[src/rtl/apb_master_pkg.sv]
// Shared types for the APB master bridge: FSM states, default bus widths, response record.
// No logic, no latency, no backpressure.
package apb_master_pkg;

    localparam int APB_ADDR_WIDTH_DEF = 32;
    localparam int APB_DATA_WIDTH_DEF = 32;

    typedef enum logic [1:0] {
        IDLE   = 2'd0,
        SETUP  = 2'd1,
        ACCESS = 2'd2,
        RESP   = 2'd3
    } apb_mst_state_e;

    typedef struct packed {
        logic [APB_DATA_WIDTH_DEF-1:0] rdata;
        logic                          err;
        logic                          timeout;
    } apb_mst_rsp_t;

endpackage

[src/rtl/apb_master_bridge_if.sv]
// Request port plus APB bus of the bridge; master = bridge side, slave = requester/peripheral side.
// Pure wiring, no latency, no backpressure of its own.
interface apb_master_bridge_if #(
    parameter int APB_ADDR_WIDTH = apb_master_pkg::APB_ADDR_WIDTH_DEF,
    parameter int APB_DATA_WIDTH = apb_master_pkg::APB_DATA_WIDTH_DEF
);
    logic                      req_i;
    logic                      we_i;
    logic [APB_ADDR_WIDTH-1:0] addr_i;
    logic [APB_DATA_WIDTH-1:0] wdata_i;
    logic                      gnt_o;
    logic                      rvalid_o;
    logic [APB_DATA_WIDTH-1:0] rdata_o;
    logic                      err_o;
    logic                      timeout_o;
    logic                      busy_o;

    logic [APB_ADDR_WIDTH-1:0] PADDR;
    logic [APB_DATA_WIDTH-1:0] PWDATA;
    logic                      PWRITE;
    logic                      PSEL;
    logic                      PENABLE;
    logic [APB_DATA_WIDTH-1:0] PRDATA;
    logic                      PREADY;
    logic                      PSLVERR;

    modport master (
        input  req_i, we_i, addr_i, wdata_i, PRDATA, PREADY, PSLVERR,
        output gnt_o, rvalid_o, rdata_o, err_o, timeout_o, busy_o,
        output PADDR, PWDATA, PWRITE, PSEL, PENABLE
    );

    modport slave (
        output req_i, we_i, addr_i, wdata_i, PRDATA, PREADY, PSLVERR,
        input  gnt_o, rvalid_o, rdata_o, err_o, timeout_o, busy_o,
        input  PADDR, PWDATA, PWRITE, PSEL, PENABLE
    );

endinterface

[src/rtl/apb_mst_timeout_cnt.sv]
// Saturating wait-state counter; expired is combinational and fires on the en cycle that reaches the limit.
// One-cycle update latency; no backpressure, TIMEOUT_CYCLES=0 never expires.
module apb_mst_timeout_cnt #(
    parameter int TIMEOUT_CYCLES = 255
) (
    input  logic clk,
    input  logic rst_n,
    input  logic clr,
    input  logic en,
    output logic expired
);

    localparam int CW = (TIMEOUT_CYCLES < 1) ? 1 : $clog2(TIMEOUT_CYCLES + 1);
    localparam logic [CW-1:0] SAT  = CW'((TIMEOUT_CYCLES == 0) ? 1 : TIMEOUT_CYCLES);
    localparam logic [CW-1:0] LAST = SAT - CW'(1);
    localparam bit            ENABLED = (TIMEOUT_CYCLES != 0);

    logic [CW-1:0] cnt_q;

    always_ff @(posedge clk or negedge rst_n) begin
        if (!rst_n) begin
            cnt_q <= '0;
        end else if (clr) begin
            cnt_q <= '0;
        end else if (en && (cnt_q != SAT)) begin
            cnt_q <= cnt_q + CW'(1);
        end
    end

    // cnt_q counts waits already seen, so this wait is the TIMEOUT_CYCLES-th one
    assign expired = ENABLED && en && (cnt_q == LAST);

endmodule

[src/rtl/apb_master_bridge.sv]
// req/gnt/rvalid to single-APB-transfer bridge, one outstanding; rvalid 3 cycles after gnt plus slave waits.
// Backpressure: gnt only in IDLE; PREADY waits stretch ACCESS until completion or timeout abort.
module apb_master_bridge
    import apb_master_pkg::*;
#(
    parameter int APB_ADDR_WIDTH = APB_ADDR_WIDTH_DEF,
    parameter int APB_DATA_WIDTH = APB_DATA_WIDTH_DEF,
    parameter int TIMEOUT_CYCLES = 255
) (
    input  logic                HCLK,
    input  logic                HRESETn,
    apb_master_bridge_if.master bus
);

    apb_mst_state_e state_q, state_d;

    logic [APB_ADDR_WIDTH-1:0] paddr_q;
    logic [APB_DATA_WIDTH-1:0] pwdata_q;
    logic                      pwrite_q;
    apb_mst_rsp_t              rsp_q;

    logic grant;
    logic wait_cycle;
    logic tmo_hit;
    logic psel, penable, rvalid, gnt, busy;

    assign grant      = (state_q == IDLE) && bus.req_i;
    assign wait_cycle = (state_q == ACCESS) && !bus.PREADY;

    apb_mst_timeout_cnt #(
        .TIMEOUT_CYCLES(TIMEOUT_CYCLES)
    ) u_timeout_cnt (
        .clk    (HCLK),
        .rst_n  (HRESETn),
        .clr    (grant),
        .en     (wait_cycle),
        .expired(tmo_hit)
    );

    always_ff @(posedge HCLK or negedge HRESETn) begin
        if (!HRESETn) begin
            state_q <= IDLE;
        end else begin
            state_q <= state_d;
        end
    end

    always_comb begin
        state_d = state_q;
        case (state_q)
            IDLE:    if (bus.req_i) state_d = SETUP;
            SETUP:   state_d = ACCESS;
            ACCESS:  if (bus.PREADY || tmo_hit) state_d = RESP;
            RESP:    state_d = IDLE;
            default: state_d = IDLE;
        endcase
    end

    always_comb begin
        psel    = 1'b0;
        penable = 1'b0;
        rvalid  = 1'b0;
        gnt     = 1'b0;
        busy    = (state_q != IDLE);
        case (state_q)
            IDLE:   gnt = bus.req_i;
            SETUP:  psel = 1'b1;
            ACCESS: begin
                psel    = 1'b1;
                penable = 1'b1;
            end
            RESP:   rvalid = 1'b1;
            default: ;
        endcase
    end

    // Bus fields only change on a grant, so they stay put through SETUP/ACCESS and idle periods
    always_ff @(posedge HCLK or negedge HRESETn) begin
        if (!HRESETn) begin
            paddr_q  <= '0;
            pwdata_q <= '0;
            pwrite_q <= 1'b0;
            rsp_q    <= '0;
        end else begin
            if (grant) begin
                paddr_q  <= bus.addr_i;
                pwdata_q <= bus.wdata_i;
                pwrite_q <= bus.we_i;
            end
            if (state_q == ACCESS) begin
                // Completion takes priority over a timeout expiring in the same cycle
                if (bus.PREADY) begin
                    rsp_q.rdata   <= pwrite_q ? '0 : bus.PRDATA;
                    rsp_q.err     <= bus.PSLVERR;
                    rsp_q.timeout <= 1'b0;
                end else if (tmo_hit) begin
                    rsp_q <= '{rdata: '0, err: 1'b1, timeout: 1'b1};
                end
            end
        end
    end

    assign bus.gnt_o     = gnt;
    assign bus.rvalid_o  = rvalid;
    assign bus.busy_o    = busy;
    assign bus.rdata_o   = rsp_q.rdata;
    assign bus.err_o     = rsp_q.err;
    assign bus.timeout_o = rsp_q.timeout;
    assign bus.PADDR     = paddr_q;
    assign bus.PWDATA    = pwdata_q;
    assign bus.PWRITE    = pwrite_q;
    assign bus.PSEL      = psel;
    assign bus.PENABLE   = penable;

endmodule

[src/flat_wrapper.sv]
// flat-port wrapper written by rule: the top's interface ports become plain ports
module apb_master_bridge_flat import apb_master_pkg::*;
#(
    parameter int APB_ADDR_WIDTH = APB_ADDR_WIDTH_DEF,
    parameter int APB_DATA_WIDTH = APB_DATA_WIDTH_DEF,
    parameter int TIMEOUT_CYCLES = 255
)
  (HCLK, HRESETn, bus_req_i, bus_we_i, bus_addr_i, bus_wdata_i, bus_PRDATA, bus_PREADY, bus_PSLVERR, bus_gnt_o, bus_rvalid_o, bus_rdata_o, bus_err_o, bus_timeout_o, bus_busy_o, bus_PADDR, bus_PWDATA, bus_PWRITE, bus_PSEL, bus_PENABLE);
  apb_master_bridge_if #(.APB_ADDR_WIDTH(APB_ADDR_WIDTH), .APB_DATA_WIDTH(APB_DATA_WIDTH)) bus_i ();
  input  logic HCLK;
  input  logic HRESETn;
  input wire logic [$bits(bus_i.req_i)-1:0] bus_req_i;
  input wire logic [$bits(bus_i.we_i)-1:0] bus_we_i;
  input wire logic [$bits(bus_i.addr_i)-1:0] bus_addr_i;
  input wire logic [$bits(bus_i.wdata_i)-1:0] bus_wdata_i;
  input wire logic [$bits(bus_i.PRDATA)-1:0] bus_PRDATA;
  input wire logic [$bits(bus_i.PREADY)-1:0] bus_PREADY;
  input wire logic [$bits(bus_i.PSLVERR)-1:0] bus_PSLVERR;
  output wire logic [$bits(bus_i.gnt_o)-1:0] bus_gnt_o;
  output wire logic [$bits(bus_i.rvalid_o)-1:0] bus_rvalid_o;
  output wire logic [$bits(bus_i.rdata_o)-1:0] bus_rdata_o;
  output wire logic [$bits(bus_i.err_o)-1:0] bus_err_o;
  output wire logic [$bits(bus_i.timeout_o)-1:0] bus_timeout_o;
  output wire logic [$bits(bus_i.busy_o)-1:0] bus_busy_o;
  output wire logic [$bits(bus_i.PADDR)-1:0] bus_PADDR;
  output wire logic [$bits(bus_i.PWDATA)-1:0] bus_PWDATA;
  output wire logic [$bits(bus_i.PWRITE)-1:0] bus_PWRITE;
  output wire logic [$bits(bus_i.PSEL)-1:0] bus_PSEL;
  output wire logic [$bits(bus_i.PENABLE)-1:0] bus_PENABLE;
  assign bus_i.req_i = bus_req_i;
  assign bus_i.we_i = bus_we_i;
  assign bus_i.addr_i = bus_addr_i;
  assign bus_i.wdata_i = bus_wdata_i;
  assign bus_i.PRDATA = bus_PRDATA;
  assign bus_i.PREADY = bus_PREADY;
  assign bus_i.PSLVERR = bus_PSLVERR;
  assign bus_gnt_o = bus_i.gnt_o;
  assign bus_rvalid_o = bus_i.rvalid_o;
  assign bus_rdata_o = bus_i.rdata_o;
  assign bus_err_o = bus_i.err_o;
  assign bus_timeout_o = bus_i.timeout_o;
  assign bus_busy_o = bus_i.busy_o;
  assign bus_PADDR = bus_i.PADDR;
  assign bus_PWDATA = bus_i.PWDATA;
  assign bus_PWRITE = bus_i.PWRITE;
  assign bus_PSEL = bus_i.PSEL;
  assign bus_PENABLE = bus_i.PENABLE;
  apb_master_bridge #(.APB_ADDR_WIDTH(APB_ADDR_WIDTH), .APB_DATA_WIDTH(APB_DATA_WIDTH), .TIMEOUT_CYCLES(TIMEOUT_CYCLES)) u_core (.HCLK(HCLK), .HRESETn(HRESETn), .bus(bus_i));
endmodule
[config.mk]
export PLATFORM = sky130hd
export DESIGN_NAME = apb_master_bridge_flat
export DESIGN_NICKNAME = d
export VERILOG_FILES = /design/src/rtl/apb_master_pkg.sv /design/src/rtl/apb_master_bridge_if.sv /design/src/rtl/apb_mst_timeout_cnt.sv /design/src/rtl/apb_master_bridge.sv /design/src/flat_wrapper.sv
export SDC_FILE = /design/constraint.sdc
export NUM_CORES = 1
export LEC_CHECK = 0
export CORE_MARGIN = 2
export CORE_UTILIZATION = 44
export CTS_CLUSTER_SIZE = 30
export DETAILED_ROUTE_END_ITERATION = 16
export PLACE_DENSITY = 0.95
export SYNTH_ARGS = -nofsm -noshare
export SYNTH_HDL_FRONTEND = slang
export SYNTH_SLANG_ARGS = --single-unit
[constraint.sdc]
create_clock -name HCLK -period 4.5 [get_ports HCLK]
set_input_delay 0.45 -clock HCLK [delete_from_list [all_inputs] [get_ports HCLK]]
set_output_delay 0.45 -clock HCLK [all_outputs]
set_load 0.05 [all_outputs]
# ---- After elaboration in Yosys (flattened, before gate mapping)
# Cells that the tools add are included.
dict set report word_totals {
  ff_bits 109
}
dict set report op_classes {
  n_addsub 1
  eq_ne 7
  n_mux 12
  n_reduce_logical 13
}
# op count
set op_table {}
lappend op_table {{34-bit 2-to-1 mux} 2}
lappend op_table {{32-bit 2-to-1 mux} 1}
lappend op_table {{8-bit 2-to-1 mux} 2}
lappend op_table {{8-bit by 1-bit adder with 8-bit output, second input constant} 1}
lappend op_table {{8-bit equality test, second input constant} 1}
lappend op_table {{8-bit inequality test, second input constant} 1}
lappend op_table {{2-bit case mux with 4 select lines} 1}
lappend op_table {{2-bit nonzero test} 3}
lappend op_table {{2-bit equality test, second input constant} 2}
lappend op_table {{1-bit logical AND} 4}
lappend op_table {{1-bit 2-to-1 mux} 4}
lappend op_table {{2-bit 2-to-1 mux} 2}
lappend op_table {{2-bit AND reduction} 2}
lappend op_table {{2-bit by 1-bit equality test with 1-bit output, second input constant} 1}
lappend op_table {{2-bit zero test} 1}
lappend op_table {{2-bit by 1-bit inequality test with 1-bit output, second input constant} 1}
lappend op_table {{2-bit inequality test, second input constant} 1}
lappend op_table {{2-bit OR reduction} 1}
lappend op_table {{1-bit zero test} 1}
lappend op_table {{1-bit logical OR} 1}

# ---- Longest topological paths before layout
# Gate-level depths: netlist (run 1).
dict set report depth {
  ltp_word 6
  ltp_mapped 7
  mapped_depth_nobuf 6
}

# ---- Hierarchy
# From an unflattened synthesis (run 1), not the netlist that was laid out.
dict set report hier_totals {
  cells_unflattened 352
  area_unflattened_um2 4590.7
}
# mod n_inst cells_each area_per_inst_um2 seq_area_each_um2
set modules_own_cells {}
lappend modules_own_cells {apb_master_bridge 1 301 4090.2 2527.4}
lappend modules_own_cells {apb_mst_timeout_cnt 1 51 500.5 200.2}

# ---- Least setup slack after synthesis (run 1)
# Ideal clock, no wire load.
dict set report synth_path {
  path_kind {reg-to-reg}
  from {reg u_core.state_q[0]}
  to {reg u_core.state_q[1]}
  t_arrival_ps 1886
  setup_slack_ps 2489
  path_stages_with_launch 6
  n_path_buf 0
  period_less_slack_ps 2011
  path_cell_list {dfrtp_1 > inv_1 > ha_1 > inv_2 > o32a_1 > mux2_4}
}
dict set report synth_between {
  elab_chain_len 6
  elab_cells_between_ends 11
  classes_between {5 x eq/ne; 1 x mux; 5 x reduce/logical}
}
# element line
set synth_lines {}
lappend synth_lines {{start: declaration} apb_master_bridge.sv:15} ;# apb_mst_state_e state_q, state_d;
lappend synth_lines {{start signal: assignment} apb_master_bridge.sv:44} ;# state_q <= state_d;
lappend synth_lines {{2-bit equality test} {apb_master_bridge.sv:28, apb_master_bridge.sv:50}}
lappend synth_lines {{1-bit logical AND} apb_master_bridge.sv:28} ;# assign wait_cycle = (state_q == ACCESS) && !bus.PREADY;
lappend synth_lines {{1-bit logical AND} apb_mst_timeout_cnt.sv:31} ;# assign expired = ENABLED && en && (cnt_q == LAST);
lappend synth_lines {{1-bit logical OR} apb_master_bridge.sv:53} ;# ACCESS: if (bus.PREADY || tmo_hit) state_d = RESP;
lappend synth_lines {{2-bit by 1-bit inequality test with 1-bit output (no line)} n/a}
lappend synth_lines {{2-bit AND reduction (no line)} n/a}
# Several ways; a longest one is shown, not always the timed one.
# A chain may end at the register's enable or synchronous reset.

# ---- Final worst setup path (run 1)
dict set report layout_path {
  from {reg u_core.state_q[0]}
  to {out bus_PENABLE}
}
dict set report layout_between {
  elab_chain_len 2
}
# element line
set layout_lines {}
lappend layout_lines {{2-bit equality test} apb_master_bridge.sv:65} ;# case (state_q)
lappend layout_lines {{1-bit 2-to-1 mux} apb_master_bridge.sv:65}
lappend layout_lines {{end: declaration} flat_wrapper.sv:29} ;# output wire logic [$bits(bus_i.PENABLE)-1:0] bus_PENABLE;
# Every way passes these cells.

==> results.ini, run 1 <==
[worst_setup_path]
path_class = flop to output pin
worst-endpoint-arrival_ns = 2.19
reg2reg_from = u_core.state_q[0]
critPathRequiredTime_ns = 4.05
critical-path-top-delay-family = buffers and inverters
reg2regPathDepth = 5
max_stage_delay_ns = 0.89
end_kind = output pin
worst-path-stages = 3
crit_slowest_cell = clkdlybuf4s50_1
reg2reg_to = u_core.bus.rdata_o[28]
ff2ff_setup_slack_ns = 2.11
path_buf_inv = 2
start_kind = flop
endpoint = bus_PENABLE
path_max_fanout = 9
path_cells = inv_1, ha_1, clkdlybuf4s50_1
critPathLaunch = u_core.state_q[0]

[floorplanning]
die_h_um = 102
core.rowCount = 35
coreArea_um2 = 9330
io-pin-count = 206
start_util_pct = 45.6
die_w_um = 102
die_area_um2 = 10500

[cells_and_area]
layout_commonest_cell = clkdlybuf4s50_1
nNetsFinal = 722
fin_area_um2 = 6580
diodes = 0
final_layout_size_suffix_gt1_share_pct = 4.85
mostFrequentLayoutCells = 204 x clkdlybuf4s50_1, 198 x nand2_1, 109 x dfrtp_1, 31 x a22o_1, 10 x clkbuf_8
area_delta_synth_final_pct = 54.6

[yosys]
ys_warn_count = 0
async_reset_ff_share_pct = 100
yosysSeqAreaShare_pct = 64.1
ys_types = 32
synth-main-ff-cell = dfrtp_1
synth_nets = 523
synth-edff-count = 0
ys_ff_latch = 109
synth.cell_area_um2 = 4260
syn_avg_cell_area_um2 = 10.3
syn_inst = 415

[drt]
viasPerCell = 4.95
drcViolationCount = 0
num_vias = 3706
antenna_left = 0
first_pass_iters = 4
top_layer = met4
wl_met1_um = 4570
route.final.wire_length_um = 11600
drt-initial-drc-count = 145
wl_met2_um = 5790
dr_wl_met3_um = 989
wire_per_inst_um = 15.5

[timing]
finalMaxSlewViolations = 0
final-setup-viol-count = 0
clock.fmax_mhz = 379
finalWorstSetupSlack_ns = 1.86
period_minus_slack_ns = 2.64
period_share_pct = 58.7
slew-limit-headroom_pct = 21.7
skew_ns = 0.0124
grt_setup_unrepaired = false
hold_viol = 0
finalSetupTns_ns = 0
whs_ns = 0.137
worst_slew_pin_slew_ns = 1.17

[global_routing]
grt_pass1_wl_um = 18400
antenna_found_initial = 0
grt_max_degree = 71
grt_remaining_overflow = 0
grt_use_total_pct = 22.6
grt_pass1_vias = 3736

[clock_network]
post-cts-setup-buffers = 0
cts_buffers = 9
cts_resized = 0
clock-sinks = 109
cts_tree = built
cts_root_buf = clkbuf_8
htree_levels = 3
cts_buffer_depth = 2
insertion_delay_ns = 0.37
path_clk_slew_ns = 0.10
hold_buffers = 0

[place]
dpl_cell_area_um2 = 6400
dp_hpwl_um = 8540
io_buffers = 205
post-place-ws_ns = 2.00
gp_routability_congestion = 0.756

[pwr]
power_switching_mw = 2.73
p_sw_share_pct = 50.5
ir_worst_vdd_v = 0.000515
sequentialPowerShare_pct = 30.5
powerDensity_nw_per_um2 = 821
total_power_mw = 5.40
pwr-share-comb_pct = 59.1
p_leak_nw = 3.11
power_frac_clock_pct = 10.4
p_int_mw = 2.67

[job]
max_cap_viol_count = 0

[min_path]
hold_class = primary input to asynchronous set/reset pin

[status]
status = finished clean

routing by layer:
metal,vias to the layer above,track usage [%]
li1,1745,-
met4,0,7.38
met1,1768,26.7
met5,-,0
met2,170,38.9
met3,23,7.87
synthesized netlist by cell type, types with 2 or more instances:
| cell type | n | share of area (%) |
|---|---|---|
| nand2_1 | 199 | 18 |
| dfrtp_1 | 109 | 64 |
| a22o_1 | 31 | 6.4 |
| clkbuf_1 | 14 | 1.2 |
| inv_1 | 7 | 0.62 |
| ha_1 | 6 | 1.8 |
| nor2_1 | 6 | 0.53 |
| o21ai_0 | 5 | 0.59 |
| a21oi_1 | 4 | 0.47 |
| a31oi_1 | 4 | 0.59 |
| buf_2 | 3 | 0.35 |
| buf_6 | 3 | 0.79 |
| a211oi_1 | 2 | 0.35 |
| inv_2 | 2 | 0.18 |
| nand3_1 | 2 | 0.24 |
| o32a_1 | 2 | 0.47 |
worst register-to-register path, stage by stage (launching register included):
cell     delay [ns]
dfrtp_1        0.41
inv_1          0.11
ha_1           0.43
inv_2          0.12
nor3b_4        0.98
a22o_1         0.29
how the worst min path moves through the flow:
stage                               start                     end  slack [ns]  cells past startpoint
detailed placement   u_core.bus.PADDR[11]    u_core.bus.PADDR[11]        0.46                      2
global placement    u_core.bus.PWDATA[21]   u_core.bus.PWDATA[21]        0.46                      2
finish                            HRESETn  u_core.bus.rdata_o[21]        0.14                      1
global route                      HRESETn  u_core.bus.rdata_o[21]        0.18                      1
CTS                               HRESETn  u_core.bus.rdata_o[21]        0.15                      1
floorplan                         HRESETn     u_core.bus.PADDR[0]        0.15                      0
through the flow:
stage / util (%) / std cells
2_1_floorplan: - / 415
3_3_place_gp: 68.6 / 732
3_5_place_dp: 68.6 / 732
4_1_cts: 70.5 / 748
5_1_grt: 70.5 / 748
6_report: 70.5 / 748
state kept, by name, summed over array words and instances, names as in the netlist:
| register | cells |
|---|---|
| u_core.bus.timeout_o | 1 |
| u_core.state_q | 2 |
| u_core.u_timeout_cnt.cnt_q | 8 |
| u_core.bus.rdata_o | 32 |
| u_core.bus.PWDATA | 32 |
| u_core.bus.PADDR | 32 |
| u_core.bus.PWRITE | 1 |
| u_core.bus.err_o | 1 |
power by group through the flow:
stage / Clock, mW / Combinational [mW] / Sequential (mW)
after floorplan: 0 / 0.742 / 2.99
after global placement: 0 / 3.14 / 1.63
after detailed placement: 0 / 3.22 / 1.66
after CTS: 0.575 / 3.22 / 1.65
after global routing: 0.622 / 3.36 / 1.70
final: 0.559 / 3.19 / 1.65
logic make-up (layout without fill, tap and decap cells):
group                      after synthesis  count (layout)  share of synthesized area, %
xor gates and xnor gates                 1               1                         0.206
AOI/OAI and AO/OA                       51              51                          9.79
muxes                                    1               1                         0.353
buffers and inverters                   29             233                          3.18
DFF                                    109             109                          64.1
adders and majority gates                6               6                          1.76
and+or+nand+nor                        218             218                          20.6
area by class of cell:
| class | count | area, um^2 |
|---|---|---|
| clock buffer | 10 | 138 |
| clock inverter | 6 | 45.0 |
| fill | 661 | 2750 |
| inverter | 9 | 33.8 |
| multi-input combinational | 277 | 1400 |
| sequential | 109 | 2730 |
| tap | 129 | 161 |
| timing repair buffer | 208 | 2070 |
Note: power is estimated with default switching activity, not from simulation.
==> run 2: changes to the inputs <==
--- a/config.mk
+++ b/config.mk
@@ -6,10 +6,10 @@
 export NUM_CORES = 1
 export LEC_CHECK = 0
 export CORE_MARGIN = 2
-export CORE_UTILIZATION = 44
+export CORE_UTILIZATION = 41
 export CTS_CLUSTER_SIZE = 30
 export DETAILED_ROUTE_END_ITERATION = 16
-export PLACE_DENSITY = 0.95
+export PLACE_DENSITY = 0.92
 export SYNTH_ARGS = -nofsm -noshare
 export SYNTH_HDL_FRONTEND = slang
 export SYNTH_SLANG_ARGS = --single-unit
==> constraint.sdc (replaced) <==
create_clock -name HCLK -period 2.63 [get_ports HCLK]
set_input_delay 0.263 -clock HCLK [delete_from_list [all_inputs] [get_ports HCLK]]
set_output_delay 0.263 -clock HCLK [all_outputs]
set_load 0.05 [all_outputs]
==> run 2 against run 1 <==
Setup slack got worse by 1.7 ns. Clock-buffer cell count unchanged. Sequential power increased by 71%. Wire length increased by 2.7%. Critical endpoint unchanged.
==> results.ini, run 2 (synthesis gave the netlist of run 1 again) <==
[drt]
first_pass_iters = 4  ; unchanged
num_vias = 3719  ; was 3,706
route.final.wire_length_um = 11900  ; was 11,600 um
viasPerCell = 4.93  ; was 4.95
drcViolationCount = 0  ; unchanged
antenna_left = 0  ; unchanged
drt-initial-drc-count = 166  ; was 145
wire_per_inst_um = 15.8  ; was 15.5 um

[floorplanning]
start_util_pct = 41.8  ; was 45.6%
die_w_um = 106  ; was 102 um
core.rowCount = 37  ; was 35
die_h_um = 106  ; was 102 um
die_area_um2 = 11200  ; was 10,500 um^2
coreArea_um2 = 10200  ; was 9330 um^2
io-pin-count = 206  ; unchanged

[timing]
finalMaxSlewViolations = 0  ; unchanged
final-setup-viol-count = 0  ; unchanged
grt_setup_unrepaired = false  ; unchanged
hold_viol = 0  ; unchanged
skew_ns = 0.0118  ; was 0.0124 ns
worst_slew_pin_slew_ns = 0.850  ; was 1.17 ns
period_minus_slack_ns = 2.44
finalSetupTns_ns = 0  ; unchanged
clock.fmax_mhz = 409
slew-limit-headroom_pct = 43.1  ; was 21.7%
period_share_pct = 92.9

[clock_network]
htree_levels = 3  ; unchanged
cts_buffer_depth = 2  ; unchanged
post-cts-setup-buffers = 0  ; unchanged
cts_buffers = 9  ; unchanged
cts_tree = built  ; unchanged
clock-sinks = 109  ; unchanged
insertion_delay_ns = 0.36  ; was 0.37 ns
path_clk_slew_ns = 0.10  ; about the same
cts_root_buf = clkbuf_8  ; unchanged
cts_resized = 0  ; unchanged

[job]
max_cap_viol_count = 0  ; unchanged

[worst_setup_path]
reg2reg_from = u_core.u_timeout_cnt.cnt_q[0]  ; was u_core.state_q[0]
max_stage_delay_ns = 0.91  ; was 0.89 ns
end_kind = output pin  ; unchanged
path_cells = inv_1, ha_1, clkdlybuf4s50_1  ; unchanged
critPathLaunch = u_core.state_q[0]  ; unchanged
ff2ff_setup_slack_ns = 0.76  ; was 2.11 ns
path_max_fanout = 9  ; unchanged
crit_slowest_cell = clkdlybuf4s50_1  ; unchanged
worst-endpoint-arrival_ns = 2.18  ; was 2.19 ns
critPathRequiredTime_ns = 2.37  ; was 4.05 ns
start_kind = flop  ; unchanged
path_class = flop to output pin  ; unchanged

[min_path]
hp-start = bus_wdata_i[20]
hold_class = primary input to flop  ; was primary input to asynchronous set/reset pin

[pwr]
p_leak_nw = 3.12  ; was 3.11 nW
ir_worst_vdd_v = 0.000658  ; was 0.000515 V
powerDensity_nw_per_um2 = 1400  ; was 821 nW/um^2

[global_routing]
antenna_found_initial = 0  ; unchanged
grt_pass1_wl_um = 19400  ; was 18,400 um
grt_max_degree = 70  ; was 71
grt_remaining_overflow = 0  ; unchanged
grt_pass1_vias = 3839  ; was 3,736
grt_use_total_pct = 21.9  ; was 22.6%

[cells_and_area]
diodes = 0  ; unchanged
final_layout_size_suffix_gt1_share_pct = 4.68  ; was 4.85%
fin_cells = 755  ; was 748
nNetsFinal = 725  ; was 722
layout_commonest_cell = clkdlybuf4s50_1  ; unchanged
mostFrequentLayoutCells = 203 x clkdlybuf4s50_1, 198 x nand2_1, 109 x dfrtp_1, 31 x a22o_1, 9 x clkbuf_8  ; was 204 x clkdlybuf4s50_1, 198 x nand2_1, 109 x dfrtp_1, 31 x a22o_1, 10 x clkbuf_8
area_delta_synth_final_pct = 55.4  ; was 54.6%

[status]
status = finished clean  ; unchanged

[place]
io_buffers = 205  ; unchanged
gp_routability_congestion = 0.797  ; was 0.756
placedCellCount = 741  ; was 732
dp_hpwl_um = 8740  ; was 8540 um

-- run 2: final timing paths --
kind,to,depth (start not counted)
setup reg to reg,u_core.bus.rdata_o[13],5
hold reg to reg,u_core.bus.PADDR[20],2
setup / recovery,bus_PENABLE,3
min in group asynchronous,u_core.u_timeout_cnt.cnt_q[0],2
hold / removal,u_core.bus.PWDATA[20],3
max in group asynchronous,u_core.bus.rdata_o[2],3
-- run 2: where the power goes --
part / switching [mW] / internal (mW)
logic: 3.68 / 1.83
clock network: 0.514 / 0.423
registers: 0.431 / 2.38
total: 4.63 / 4.64
-- run 2: what timing repair did --
| item | in CTS | in global routing |
|---|---|---|
| endpoints found under the setup margin | 0 | 0 |
| hold buffers | 1 | 0 |
| endpoints found under the hold margin | 56 | 0 |
-- run 2: cell type report --
type | count | area [um^2]
Clock buffer | 10 | 128
Clock inverter | 3 | 40.0
Fill cell | 783 | 3570
Inverter | 9 | 33.8
Multi-Input combinational cell | 277 | 1400
Sequential cell | 109 | 2730
Tap cell | 136 | 170
Timing Repair Buffer | 211 | 2120
-- run 2: critical path, delay by kind of cell, from the launching register on --
kind                     cells  cell delay, ns
adder cells (fa/ha/maj)      1            0.39
buffers and inverters        2            1.02
flip-flops                   1            0.40
-- run 2: per-layer routing --
metal  global-route usage (%)  routed length, um
met1                     25.5               4690
met2                     36.6               5830
met3                     9.09               1160
met4                     7.24                222
met5                        0                  0
-- run 2: stage by stage --
| step | cell area, um^2 | setup WS (ns) | power [mW] | hold slack [ns] | util, % |
|---|---|---|---|---|---|
| finish | 6610 | 0.187 | 9.27 | 0.413 | 64.9 |
| CTS | 6610 | 0.162 | 9.36 | 0.392 | 64.9 |
| detailed placement | 6440 | 0.581 | 8.39 | 0.373 | 63.2 |
| global placement | 6440 | 0.622 | 8.22 | 0.364 | 63.2 |
| floorplan | 4260 | 0.619 | 6.38 | -0.0326 | - |
| global route | 6610 | 0.0612 | 9.75 | 0.407 | 64.9 |
==> run 3: changes to the inputs <==
--- a/config.mk
+++ b/config.mk
@@ -5,6 +5,7 @@
 export SDC_FILE = /design/constraint.sdc
 export NUM_CORES = 1
 export LEC_CHECK = 0
+export ABC_CLOCK_PERIOD_IN_PS = 2630
 export CORE_MARGIN = 2
 export CORE_UTILIZATION = 41
 export CTS_CLUSTER_SIZE = 30
==> results of run 3 <==
No change in the layout: final DEF, timing and power equal those of run 2.
